## config.mk

```make
export PLATFORM = sky130hd
export DESIGN_NAME = multi_tc_flat
export DESIGN_NICKNAME = d
export VERILOG_FILES = /design/src/rtl/multi_tc_if.sv /design/src/rtl/multi_tc.sv /design/src/flat_wrapper.sv
export SDC_FILE = /design/constraint.sdc
export NUM_CORES = 1
export LEC_CHECK = 0
export BUFFER_PORTS_ARGS = -buffer_cell sky130_fd_sc_hd__buf_4
export CAP_MARGIN = 30
export CORE_UTILIZATION = 65
export CTS_CLUSTER_SIZE = 12
export DETAILED_ROUTE_END_ITERATION = 10
export HOLD_SLACK_MARGIN = 0.06
export PLACE_DENSITY_LB_ADDON = 0.05
export SYNTH_ARGS = -nofsm -noshare
export SYNTH_HDL_FRONTEND = slang
export SYNTH_SLANG_ARGS = --single-unit
```

## constraint.sdc

```tcl
create_clock -name clk -period 8.6 [get_ports clk]
set_clock_uncertainty 0.1 [all_clocks]
set_input_delay 1.72 -clock clk [delete_from_list [all_inputs] [get_ports clk]]
set_output_delay 1.72 -clock clk [all_outputs]
set_load 0.1 [all_outputs]
```

## src/rtl/multi_tc_if.sv

```systemverilog
// Register-bus and interrupt bundle for multi_tc: word-addressed CPU access
// with byte-lane writes, combinational read data and per-channel IRQ lines.
interface multi_tc_if #(
    parameter int ADDR_W = 6,
    parameter int NUM_CH = 2
);
    logic [ADDR_W-1:0] addr;
    logic              we;
    logic [3:0]        byteen;
    logic [31:0]       din;
    logic [31:0]       dout;
    logic [NUM_CH-1:0] irq;
    logic              irq_any;

    modport slave  (input addr, we, byteen, din, output dout, irq, irq_any);
    modport master (output addr, we, byteen, din, input dout, irq, irq_any);
endinterface

```

## src/rtl/multi_tc.sv

```systemverilog
// NUM_CH independent prescaled down-counters with one-shot/auto-reload modes,
// a sticky W1C status register and maskable per-channel interrupts.
module multi_tc #(
    parameter int NUM_CH  = 2,
    parameter int COUNT_W = 32,
    parameter int PSC_W   = 8,
    parameter int ADDR_W  = 6
) (
    input  logic       clk,
    input  logic       reset,
    multi_tc_if.slave  bus
);
    localparam int STATUS_ADDR = NUM_CH * 4;

    typedef enum logic [1:0] {S_IDLE, S_LOAD, S_CNT, S_INT} state_t;

    logic [31:0]       wmask;
    logic [31:0]       ctrl_rd   [NUM_CH];
    logic [31:0]       preset_rd [NUM_CH];
    logic [31:0]       count_rd  [NUM_CH];
    logic [NUM_CH-1:0] status_q;
    logic [NUM_CH-1:0] status_set;
    logic [NUM_CH-1:0] w1c;
    logic [NUM_CH-1:0] im_vec;
    logic [NUM_CH-1:0] irq_w;
    logic [31:0]       rdata;

    assign wmask = {{8{bus.byteen[3]}}, {8{bus.byteen[2]}},
                    {8{bus.byteen[1]}}, {8{bus.byteen[0]}}};

    generate
        for (genvar gi = 0; gi < NUM_CH; gi++) begin : g_ch
            state_t             state_q, state_d;
            logic               en_q, mode_q, im_q;
            logic [PSC_W-1:0]   psc_q, pcnt_q, pcnt_d;
            logic [COUNT_W-1:0] preset_q, count_q, count_d;
            logic               ctrl_we, preset_we, hw_en_clr, set_c;

            assign ctrl_we   = bus.we && (int'(bus.addr) == gi * 4);
            assign preset_we = bus.we && (int'(bus.addr) == gi * 4 + 1);

            always_comb begin
                state_d   = state_q;
                count_d   = count_q;
                pcnt_d    = pcnt_q;
                set_c     = 1'b0;
                hw_en_clr = 1'b0;
                case (state_q)
                    S_IDLE: if (en_q) state_d = S_LOAD;
                    S_LOAD: begin
                        count_d = preset_q;
                        pcnt_d  = '0;
                        state_d = S_CNT;
                    end
                    S_CNT: begin
                        if (!en_q) begin
                            state_d = S_IDLE;
                        end else if (count_q == '0) begin
                            state_d = S_INT;
                            set_c   = 1'b1;
                        end else if (pcnt_q == psc_q) begin
                            count_d = count_q - COUNT_W'(1);
                            pcnt_d  = '0;
                        end else begin
                            pcnt_d  = pcnt_q + PSC_W'(1);
                        end
                    end
                    S_INT: begin
                        if (mode_q) begin
                            state_d = S_LOAD;
                        end else begin
                            hw_en_clr = 1'b1;
                            state_d   = S_IDLE;
                        end
                    end
                    default: state_d = S_IDLE;
                endcase
            end

            always_ff @(posedge clk or negedge reset) begin
                if (!reset) begin
                    state_q  <= S_IDLE;
                    count_q  <= '0;
                    pcnt_q   <= '0;
                    en_q     <= 1'b0;
                    mode_q   <= 1'b0;
                    im_q     <= 1'b0;
                    psc_q    <= '0;
                    preset_q <= '0;
                end else begin
                    state_q <= state_d;
                    count_q <= count_d;
                    pcnt_q  <= pcnt_d;
                    if (ctrl_we && bus.byteen[0]) begin
                        en_q   <= bus.din[0];
                        mode_q <= bus.din[1];
                        im_q   <= bus.din[3];
                    end
                    if (ctrl_we && bus.byteen[1]) psc_q <= bus.din[8 +: PSC_W];
                    // The one-shot hardware clear must override a CPU write on the same edge.
                    if (hw_en_clr) en_q <= 1'b0;
                    if (preset_we) begin
                        preset_q <= (preset_q & ~wmask[COUNT_W-1:0]) |
                                    (bus.din[COUNT_W-1:0] & wmask[COUNT_W-1:0]);
                    end
                end
            end

            assign status_set[gi] = set_c;
            assign im_vec[gi]     = im_q;
            assign ctrl_rd[gi]    = 32'({psc_q, 4'b0000, im_q, 1'b0, mode_q, en_q});
            assign preset_rd[gi]  = 32'(preset_q);
            assign count_rd[gi]   = 32'(count_q);
        end
    endgenerate

    assign w1c = (bus.we && bus.byteen[0] && (int'(bus.addr) == STATUS_ADDR))
                 ? bus.din[NUM_CH-1:0] : '0;

    // A hardware set on the same edge as a software clear must survive.
    always_ff @(posedge clk or negedge reset) begin
        if (!reset) status_q <= '0;
        else        status_q <= (status_q & ~w1c) | status_set;
    end

    always_comb begin
        rdata = '0;
        for (int c = 0; c < NUM_CH; c++) begin
            if (int'(bus.addr) == c * 4)     rdata = ctrl_rd[c];
            if (int'(bus.addr) == c * 4 + 1) rdata = preset_rd[c];
            if (int'(bus.addr) == c * 4 + 2) rdata = count_rd[c];
        end
        if (int'(bus.addr) == STATUS_ADDR) rdata = 32'(status_q);
    end

    assign irq_w       = status_q & im_vec;
    assign bus.irq     = irq_w;
    assign bus.irq_any = |irq_w;
    assign bus.dout    = rdata;
endmodule

```

## src/flat_wrapper.sv

```systemverilog
// flat-port wrapper written by rule: the top's interface ports become plain ports
module multi_tc_flat 
#(
    parameter int NUM_CH  = 2,
    parameter int COUNT_W = 32,
    parameter int PSC_W   = 8,
    parameter int ADDR_W  = 6
)
  (clk, reset, bus_addr, bus_we, bus_byteen, bus_din, bus_dout, bus_irq, bus_irq_any);
  multi_tc_if #(.ADDR_W(ADDR_W), .NUM_CH(NUM_CH)) bus_i ();
  input  logic clk;
  input  logic reset;
  input wire logic [$bits(bus_i.addr)-1:0] bus_addr;
  input wire logic [$bits(bus_i.we)-1:0] bus_we;
  input wire logic [$bits(bus_i.byteen)-1:0] bus_byteen;
  input wire logic [$bits(bus_i.din)-1:0] bus_din;
  output wire logic [$bits(bus_i.dout)-1:0] bus_dout;
  output wire logic [$bits(bus_i.irq)-1:0] bus_irq;
  output wire logic [$bits(bus_i.irq_any)-1:0] bus_irq_any;
  assign bus_i.addr = bus_addr;
  assign bus_i.we = bus_we;
  assign bus_i.byteen = bus_byteen;
  assign bus_i.din = bus_din;
  assign bus_dout = bus_i.dout;
  assign bus_irq = bus_i.irq;
  assign bus_irq_any = bus_i.irq_any;
  multi_tc #(.NUM_CH(NUM_CH), .COUNT_W(COUNT_W), .PSC_W(PSC_W), .ADDR_W(ADDR_W)) u_core (.clk(clk), .reset(reset), .bus(bus_i));
endmodule
```

# Word-level counts from Yosys, hierarchy flattened
# Index checks and enable logic that the tools add are counted.
# totals
register_bits	172
in_bits	45
output_inout_bits	35
# classes
addsub	4
n_eq_ne	24
mux	48
bitwise_logic	10
n_reduce_logical	26
# op_table
cell	n
32-bit two-way mux	12
32-bit case mux with 2 select lines	2
32-bit bitwise AND	3
32-bit zero test	2
32-bit OR	2
32-bit by 1-bit subtractor with 32-bit output, second input constant	2
8-bit two-way mux	6
32-bit inverter	1
8-bit case mux with 2 select lines	2
6-bit by 4-bit == test with 1-bit output, second input constant	3
8-bit by 1-bit adder with 8-bit output, second input constant	2
8-bit == test	2
1-bit two-way mux	16
16-bit two-way mux	1
2-bit case mux with 4 select lines	2
2-bit two-way mux	7
2-bit by 1-bit != test with 1-bit output, second input constant	6
1-bit logical AND	10
2-bit == test, second input constant	4
4-bit AND reduction	2
2-bit nonzero test	4
6-bit by 2-bit == test with 1-bit output, second input constant	1
6-bit by 3-bit == test with 1-bit output, second input constant	1
6-bit by 5-bit == test with 1-bit output, second input constant	1
11 further kinds	18

# Longest topological paths before layout
# Gate-level depths: netlist of run 1.
# logic_depth
depth_word	8
ltp_mapped	11

# Worst setup path after synthesis of run 1
# OpenSTA, ideal clock, no wires.
# synth_timing
kind	input port to output port
startpoint	input port bus_addr[3]
endpoint	output port bus_dout[0]
t_arrival_ns	4.475
required_time_ns	6.780
path_slack_ns	2.305
cell_stages	2
n_path_buf	0
path_cell_list	or4b_1 o21ai_0
# synth_between
elab_chain_len	8
# synth_rtl
element	line_no	source
from (decl)	flat_wrapper.sv:13	input wire logic [$bits(bus_i.addr)-1:0] bus_addr;
6-bit zero test	multi_tc.sv:129	if (int'(bus.addr) == c * 4) rdata = ctrl_rd[c];
16-bit two-way mux	multi_tc.sv:129	
32-bit two-way mux	multi_tc.sv:130	if (int'(bus.addr) == c * 4 + 1) rdata = preset_rd[c];
32-bit two-way mux	multi_tc.sv:131	if (int'(bus.addr) == c * 4 + 2) rdata = count_rd[c];
32-bit two-way mux	multi_tc.sv:129	
32-bit two-way mux	multi_tc.sv:130	
32-bit two-way mux	multi_tc.sv:131	
32-bit two-way mux *	multi_tc.sv:133	if (int'(bus.addr) == STATUS_ADDR) rdata = 32'(status_q);
to (decl)	flat_wrapper.sv:17	output wire logic [$bits(bus_i.dout)-1:0] bus_dout;
# Every way passes the cells marked *; elsewhere a longest branch is shown, timed or not.

# Worst setup path after layout of run 1
# layout_timing
startpoint	input port bus_addr[2]
endpoint	output port bus_dout[3]
# Same word-level chain as after synthesis.

==> flow_metrics.py, run 1 <==
metrics = {
    "detailed_routing": {
        "antenna_left": 0,
        "dr.pass1.iters": 6,
        "wire_per_inst_um": 24.3,
        "routed.top_layer": "met4",
        "drtIter0Drc": 1618,
        "via_count": 9070,
        "via_per_inst": 7.18,
        "dr_wl_met2_um": 14200,
        "drt-total-wl_um": 30700,
        "drc": 0,
        "wl_met1_um": 12400,
        "routed-wl-met3_um": 2760,
    },
    "die": {
        "die_area_um2": 15900,
        "ios": 80,
        "initial_utilization_pct": 67.8,
        "rows": 44,
        "die_h_um": 126,
        "core_area_um2": 14800,
        "die_w_um": 126,
    },
    "pwr": {
        "internal_power_mw": 1.89,
        "p_leak_nw": 4.99,
        "ir_worst_vdd_v": 0.000187,
        "swShare_pct": 43.5,
        "power_switching_mw": 1.45,
        "p_comb_share_pct": 38.6,
        "clkPwrFrac_pct": 22.6,
        "pwr-share-seq_pct": 38.8,
        "powerDensity_nw_per_um2": 296,
    },
    "synth": {
        "synthFlopType": "dfrtp_1",
        "synth_edf_count": 0,
        "yosysSeqAreaShare_pct": 43.0,
        "syn_nets": 1078,
        "yosysTopAreaCell": "dfrtp_1",
        "synth_top_area_share_pct": 43.0,
        "syn-instance-count": 1020,
        "syn-mean-instance-area_um2": 9.81,
        "synth_seq_cells": 172,
        "syn_area_um2": 10000,
        "ys_top_cells_by_area": "dfrtp_1, mux2_2, a22oi_1, nand2_1, o21ai_0",
        "synthArstFlopShare_pct": 100,
        "synth.distinct_cells": 78,
        "ys_warn_count": 0,
    },
    "timing": {
        "finalSetupTns_ns": 0,
        "tightest_slew_ns": 1.03,
        "rsz0062_at_grt": "no",
        "hold_viol_final": 0,
        "final-max-slew-violation-count": 0,
        "fmax_mhz": 167,
        "fin_crit_sh_pct": 69.6,
        "finalWorstPathRequiredPeriod_ns": 5.98,
        "relSlewSlack_pct": 31.2,
        "setup_violations": 0,
    },
    "global_routing": {
        "first_global_vias": 8522,
        "grt_first_pass_wirelength_um": 48400,
        "gr-total-overflow": 0,
        "grt_antenna_before_repair": 0,
        "grt_use_total_pct": 39.8,
        "grt_max_degree": 65,
    },
    "clock_network": {
        "cts_max_path_buffers": 2,
        "root_buffer": "clkbuf_16",
        "holdBufCountCts": 0,
        "clk_latency_ns": 0.44,
        "postCtsResizedCells": 0,
        "clkTransAtPathRegs_ns": 0.07,
        "cts_max_level": 4,
        "cts_num_sinks": 172,
        "cts_tree": "built",
        "cts_setup_buffers": 0,
        "cts_buffers": 17,
    },
    "placed_design": {
        "portBuffers": 79,
        "post-dp-hpwl_um": 21600,
        "place.gp.congestion": 0.993,
    },
    "finish": {
        "finalNetCount": 1125,
        "final_common_cell": "dfrtp_1",
        "antenna_cells": 0,
        "utilization_pct": 76.5,
        "syn_to_final_growth_pct": 12.7,
        "layout_common_cells": "dfrtp_1, nand2_1, buf_4",
        "drive_above_1_share_pct": 22.5,
    },
    "worst_setup_path": {
        "worst-setup-path-type": "input port to primary output",
        "cp_max_fo": 25,
        "worstPathArrival_ns": 4.16,
        "worst_ep_required_time_ns": 6.78,
        "end_kind": "primary output",
        "crit_chain": "buf_4 -> nor4_1 -> and2_1 -> buf_16 -> a22oi_1 -> a22oi_1 -> a221o_1 -> buf_4",
        "max_stage_delay_ns": 0.67,
        "cp-start-kind": "input port",
        "crit_slowest_cell": "nor4_1",
    },
    "run": {
        "max_cap_viol_count": 0,
    },
    "status": {
        "outcome": "completed",
    },
    "hold_path": {
        "hp-class": "flip-flop to flip-flop",
    },
}
-- power by group through the flow --
| stage | logic [mW] | clock network [mW] | registers, mW |
|---|---|---|---|
| finish | 1.29 | 0.755 | 1.30 |
| global route | 1.41 | 0.787 | 1.31 |
| CTS | 1.26 | 0.755 | 1.28 |
| detailed placement | 1.25 | 0 | 1.29 |
| global placement | 1.20 | 0 | 1.28 |
| floorplan | 1.00 | 0 | 1.16 |
-- worst max-delay path: cells and delay by family --
kind | cells | cell delay (ns)
buf+inv | 3 | 0.63
compound gates | 3 | 0.62
simple gates | 2 | 1.20
-- metrics by stage --
step / hold slack (ns) / std cells / total power [mW] / area, µm² / setup slack [ns]
final: 0.397 / 1264 / 3.34 / 11300 / 2.62
after global routing: 0.429 / 1264 / 3.51 / 11300 / 2.54
after CTS: 0.400 / 1264 / 3.29 / 11300 / 2.74
after detailed placement: 0.385 / 1232 / 2.53 / 10700 / 2.74
after global placement: 0.388 / 1227 / 2.48 / 10600 / 2.32
after floorplan: 0.361 / 1020 / 2.17 / 10000 / 2.31
-- layer usage --
metal  global-route usage, %  vias up
met5                       0        -
met4                    16.9        0
met3                    7.43      112
met2                    62.1      622
met1                    54.6     4359
li1                        -     3977
-- synth_stat cells (11+ instances only) --
cell        n
dfrtp_1   172
nand2_1    92
mux2_2     84
a22oi_1    65
nor2_1     60
o21ai_0    48
clkbuf_1   47
a21oi_1    39
nand3_1    34
nor3_1     30
inv_1      21
or3_1      17
and3_1     16
nand2b_1   16
nand4_1    15
a32oi_1    13
ha_1       13
o32ai_1    13
a221o_1    12
nor4_1     11
-- layout make-up --
| type | count | area, µm² |
|---|---|---|
| clock buffers | 20 | 457 |
| clock inverters | 12 | 113 |
| fillers | 1034 | 3470 |
| inverters | 21 | 78.8 |
| multi-input cells | 763 | 5340 |
| flip-flops and latches | 172 | 4300 |
| well taps | 184 | 230 |
| repair buffers | 92 | 758 |
-- final timing paths --
kind | endpoint | slack [ns] | cells after the start | start
worst max-delay path | bus_dout[3] | 2.62 | 8 | bus_addr[2]
worst min-delay path | u_core.g_ch[0].pcnt_q[7]$_DFFE_PN0P_ | 0.40 | 1 | u_core.g_ch[0].pcnt_q[7]$_DFFE_PN0P_
worst max register to register | u_core.g_ch[0].count_q[24]$_DFFE_PN0P_ | 4.21 | 9 | u_core.g_ch[0].state_q[0]$_DFFE_PN0P_
worst min register to register | u_core.g_ch[0].pcnt_q[7]$_DFFE_PN0P_ | 0.40 | 1 | u_core.g_ch[0].pcnt_q[7]$_DFFE_PN0P_
max in group asynchronous | async pin | 6.05 | 2 | reset
min in group asynchronous | u_core.g_ch[0].count_q[27]$_DFFE_PN0P_ | 1.11 | 1 | reset
-- kinds of logic after synthesis --
group / share of synthesized area (%)
muxes: 10.4
buffers and inverters: 3.74
and+or+nand+nor: 20.2
adders and majority gates: 1.63
AOI/OAI and AO/OA: 19.7
xor gates and xnor gates: 1.40
DFF: 43.0
No activity file was read; power rests on OpenSTA's default activity.
==> run 2, diff against run 1 <==
CORE_UTILIZATION = 61   (was 65)
clock period = 6.1 ns   (was 8.6 ns; I/O delays follow)
==> run 2 against run 1 <==
  * Utilization is 5.5 points lower
  * Largest cell class unchanged
  * Cell count is 2.5% higher
  * Die area is 6.5% higher
  * Register-to-register slack worse by 2.5 ns
  * Sequential share of layout area is 0.11 points lower
  * Non-clock buffer count stayed put
  * Sequential cell count stayed put
==> flow_metrics.py, run 2 (synthesis gave the netlist of run 1 again) <==
metrics = {
    "status": {
        "outcome": "completed",
    },
    "die": {
        "die_w_um": 130,
        "die_area_um2": 16900,
        "die_h_um": 130,
        "rows": 46,
        "initial_utilization_pct": 62.8,
        "ios": 80,
        "core_area_um2": 15900,
    },
    "placed_design": {
        "post-dp-hpwl_um": 21900,
        "placed_area_um2": 10700,
        "place_inst": 1264,
        "place_ws_ns": 1.22,
        "portBuffers": 79,
        "place.gp.congestion": 0.991,
    },
    "clock_network": {
        "clk_latency_ns": 0.43,
        "cts_num_sinks": 172,
        "cts_tree": "built",
        "postCtsResizedCells": 0,
        "holdBufCountCts": 0,
        "cts_setup_buffers": 0,
        "cts_buffers": 17,
        "clkTransAtPathRegs_ns": 0.06,
        "cts_max_path_buffers": 2,
        "cts_max_level": 4,
        "root_buffer": "clkbuf_16",
    },
    "finish": {
        "finalNetCount": 1125,
        "final_cell_count_no_fill": 1296,
        "drive_above_1_share_pct": 22.3,
        "fin_area_um2": 11300,
        "syn_to_final_growth_pct": 13.1,
        "final_common_cell": "dfrtp_1",
        "layout_common_cells": "dfrtp_1, nand2_1, buf_4",
        "antenna_cells": 0,
        "num-fill-cells": 1236,
        "utilization_pct": 71.0,
    },
    "pwr": {
        "ir_worst_vdd_v": 0.000263,
        "total_power_mw": 4.79,
        "p_leak_nw": 5.00,
        "p_comb_share_pct": 37.5,
        "swShare_pct": 42.0,
        "internal_power_mw": 2.78,
        "clkPwrFrac_pct": 24.4,
        "powerDensity_nw_per_um2": 423,
        "pwr-share-seq_pct": 38.0,
        "power_switching_mw": 2.01,
    },
    "detailed_routing": {
        "drt-total-wl_um": 31000,
        "via_per_inst": 6.98,
        "dr.pass1.iters": 6,
        "drtIter0Drc": 1283,
        "via_count": 9043,
        "drc": 0,
        "wire_per_inst_um": 23.9,
        "antenna_left": 0,
    },
    "global_routing": {
        "grt_max_degree": 75,
        "grt_first_pass_wirelength_um": 48000,
        "first_global_vias": 8254,
        "grt_antenna_before_repair": 0,
        "gr-total-overflow": 0,
        "grt_use_total_pct": 38.0,
    },
    "worst_setup_path": {
        "cp_common_cell": "buf_4",
        "max_stage_delay_ns": 0.63,
        "worst_ep_required_time_ns": 4.78,
        "crit_slowest_cell": "or4b_1",
        "cp-start-kind": "input port",
        "cp_top_family": "simple AND/OR/NAND/NOR gates",
        "worstPathArrival_ns": 3.66,
        "end_kind": "primary output",
        "regToRegStartpoint": "u_core.g_ch[0].state_q[0]$_DFFE_PN0P_",
        "r2r-end": "u_core.g_ch[0].count_q[24]$_DFFE_PN0P_",
        "cp_max_fo": 26,
        "reg2reg_depth": 9,
        "crit_chain": "buf_4 -> or4b_1 -> nor2_2 -> and2_1 -> buf_4 -> a22oi_1 -> nand2_1 -> buf_4",
        "path_buf_inv": 3,
        "r2r_slack_ns": 1.68,
        "worst-setup-path-type": "input port to primary output",
    },
    "hold_path": {
        "holdPathStages": 1,
        "hp-start": "u_core.g_ch[0].pcnt_q[7]$_DFFE_PN0P_",
        "min_to": "u_core.g_ch[0].pcnt_q[7]$_DFFE_PN0P_",
        "hp-class": "flip-flop to flip-flop",
    },
    "timing": {
        "final-max-slew-violation-count": 0,
        "rsz0062_at_grt": "no",
        "hold_viol_final": 0,
        "hold_ws_ns": 0.411,
        "fin_crit_sh_pct": 81.6,
        "finalWorstPathRequiredPeriod_ns": 4.98,
        "tightest_slew_ns": 1.00,
        "finalSetupTns_ns": 0,
        "setup_violations": 0,
        "fmax_mhz": 201,
        "relSlewSlack_pct": 33.0,
        "fin_ws_ns": 1.12,
    },
    "run": {
        "max_cap_viol_count": 0,
    },
}
==> run 2: power groups by stage <==
| stage | Sequential, mW | Combinational (mW) | Clock [mW] |
|---|---|---|---|
| 4_1_cts | 1.80 | 1.76 | 1.18 |
| 3_3_place_gp | 1.81 | 1.71 | 0 |
| 2_1_floorplan | 1.64 | 1.42 | 0 |
| 5_1_grt | 1.85 | 1.97 | 1.22 |
| 6_report | 1.82 | 1.80 | 1.17 |
| 3_5_place_dp | 1.81 | 1.75 | 0 |
==> run 2: layout make-up <==
class	instances	area [µm²]	share of cell area [%]
Clock buffer	22	464	4.10
Multi-Input combinational cell	763	5340	47.2
Tap cell	216	270	2.39
Inverter	21	78.8	0.697
Sequential cell	172	4300	38.0
Timing Repair Buffer	92	694	6.14
Clock inverter	10	163	1.44
==> run 2: routing by layer <==
| layer | global-route usage (%) | wire length, µm | vias to the layer above |
|---|---|---|---|
| met3 | 8.73 | 2880 | 105 |
| li1 | - | - | 3986 |
| met5 | 0 | 0 | - |
| met2 | 56.9 | 13700 | 541 |
| met1 | 51.7 | 12700 | 4411 |
| met4 | 19.8 | 1690 | 0 |
==> run 2: worst max-delay path by stage <==
stage	from	endpoint	slack, ns	depth (start not counted)
floorplan	bus_addr[3]	bus_dout[0]	0.81	2
global placement	bus_addr[3]	bus_dout[24]	1.26	8
detailed placement	bus_addr[3]	bus_dout[24]	1.22	8
CTS	bus_addr[3]	bus_dout[24]	1.21	8
global route	bus_addr[2]	bus_dout[3]	1.04	8
finish	bus_addr[3]	bus_dout[24]	1.12	8
==> run 3, diff against run 2 <==
clock period = 5.2 ns   (was 6.1 ns; I/O delays follow)
==> run 3 against run 2 <==
  * Combinational power grew 17%
  * Largest cell class unchanged
  * Largest power group unchanged
  * Utilization grew 0.31 points
  * Critical path type unchanged
  * Via count grew 0.33%
  * Cell count grew 0.23%
  * Hold slack lost 0.13 ns
  * Die area is the same
==> flow_metrics.py, run 3 (synthesis gave the netlist of run 1 again) <==
metrics = {
    "timing": {
        "fin_crit_sh_pct": 84.1,
        "relSlewSlack_pct": 30.5,
        "fmax_mhz": 229,
        "final-max-slew-violation-count": 0,
        "hold_ws_ns": 0.283,
        "setup_violations": 0,
        "tightest_slew_ns": 1.04,
        "rsz0062_at_grt": "no",
        "hold_viol_final": 0,
        "finalWorstPathRequiredPeriod_ns": 4.37,
        "finalSetupTns_ns": 0,
    },
    "clock_network": {
        "cts_setup_buffers": 0,
        "holdBufCountCts": 0,
        "clkTransAtPathRegs_ns": 0.06,
        "cts_buffers": 17,
        "cts_tree": "built",
        "cts_max_path_buffers": 2,
        "cts_max_level": 4,
        "cts_num_sinks": 172,
        "postCtsResizedCells": 0,
        "root_buffer": "clkbuf_16",
        "clk_latency_ns": 0.43,
    },
    "global_routing": {
        "grt_max_degree": 104,
        "grt_antenna_before_repair": 0,
        "grt_use_total_pct": 37.7,
        "grt_first_pass_wirelength_um": 47300,
        "gr-total-overflow": 0,
        "first_global_vias": 8177,
    },
    "worst_setup_path": {
        "cp-start-kind": "input port",
        "cp_common_cell": "buf_4",
        "worst_ep_required_time_ns": 4.06,
        "max_stage_delay_ns": 0.64,
        "crit_slowest_cell": "or4b_1",
        "worstPathArrival_ns": 3.23,
        "worst-setup-path-type": "input port to primary output",
        "cp_top_family": "simple AND/OR/NAND/NOR gates",
        "cp_max_fo": 17,
        "crit_chain": "buf_4 -> or4b_1 -> nor2_2 -> and2_1 -> buf_4 -> a22oi_1 -> nand2_1 -> buf_4",
        "end_kind": "primary output",
        "path_buf_inv": 3,
    },
    "finish": {
        "final_common_cell": "dfrtp_1",
        "drive_above_1_share_pct": 22.6,
        "layout_common_cells": "dfrtp_1, nand2_1, buf_4",
        "num-fill-cells": 1210,
        "syn_to_final_growth_pct": 13.6,
        "finalNetCount": 1128,
        "antenna_cells": 0,
    },
    "detailed_routing": {
        "via_count": 9073,
        "wire_per_inst_um": 23.6,
        "drc": 0,
        "antenna_left": 0,
        "drtIter0Drc": 1307,
        "via_per_inst": 6.98,
        "drt-total-wl_um": 30700,
        "dr.pass1.iters": 6,
    },
    "pwr": {
        "p_leak_nw": 5.02,
        "powerDensity_nw_per_um2": 493,
        "ir_worst_vdd_v": 0.000289,
    },
    "die": {
        "die_w_um": 130,
        "initial_utilization_pct": 62.8,
        "die_area_um2": 16900,
        "rows": 46,
        "ios": 80,
        "die_h_um": 130,
        "core_area_um2": 15900,
    },
    "hold_path": {
        "hp-class": "input port to async pin",
    },
    "placed_design": {
        "portBuffers": 79,
        "post-dp-hpwl_um": 22100,
        "place.gp.congestion": 0.976,
    },
    "run": {
        "max_cap_viol_count": 0,
    },
    "status": {
        "outcome": "completed",
    },
}
-- run 3: cell count changes in the layout (fill, tap and decap cells not counted) --
cell and delta:
clkinv_2 -1, clkinv_4 -1, bufinv_16 -1, buf_12 +1, clkbuf_1 -1, buf_16 +1, buf_4 +1, clkinvlp_4 +2
clkbuf_8 +2
-- run 3: final timing paths --
path	to	depth (start not counted)	startpoint	slack [ns]
setup / recovery	bus_dout[19]	8	bus_addr[3]	0.83
hold / removal	async pin	1	reset	0.28
setup reg to reg	u_core.g_ch[0].count_q[24]$_DFFE_PN0P_	7	u_core.g_ch[0].state_q[0]$_DFFE_PN0P_	1.45
hold reg to reg	u_core.g_ch[0].pcnt_q[7]$_DFFE_PN0P_	1	u_core.g_ch[0].pcnt_q[7]$_DFFE_PN0P_	0.40
max in group asynchronous	u_core.g_ch[1].count_q[5]$_DFFE_PN0P_	3	reset	3.65
min in group clk	u_core.g_ch[0].pcnt_q[7]$_DFFE_PN0P_	1	u_core.g_ch[0].pcnt_q[7]$_DFFE_PN0P_	0.40
-- run 3: report_power, final --
part	total [mW]	internal (mW)	switching [mW]	leakage, nW
combinational	2.11	0.796	1.32	2.44
sequential	2.14	1.64	0.505	2.28
clock	1.34	0.808	0.536	0.292
-- run 3: per-stage QoR --
stage | instance area, µm² | cells | utilization (%) | power, mW | worst slack, ns
after floorplan | 10000 | 1020 | - | 3.58 | 0.265
after global placement | 10700 | 1266 | 67.2 | 4.15 | 0.879
after detailed placement | 10700 | 1266 | 67.2 | 4.20 | 0.881
after CTS | 11300 | 1298 | 71.1 | 5.54 | 0.882
after global routing | 11400 | 1299 | 71.3 | 5.90 | 0.728
final | 11400 | 1299 | 71.3 | 5.60 | 0.827
-- run 3: final cells by class --
class                   instances  area [µm²]  share of cell area [%]
multi-input cells             763        5340                    47.0
flip-flops and latches        172        4300                    37.9
repair buffers                 95         749                    6.59
clock buffers                  23         488                    4.29
well taps                     216         270                    2.38
clock inverters                 9         134                    1.18
inverters                      21        78.8                   0.694
-- run 3: routing by layer --
layer  track usage [%]  vias to the layer above  wire length (µm)
li1                  -                     3986                 -
met1              52.5                     4427             12800
met2              56.7                      564             13800
met3              7.71                       96              2720
met4              17.4                        0              1380
met5                 0                        -                 0
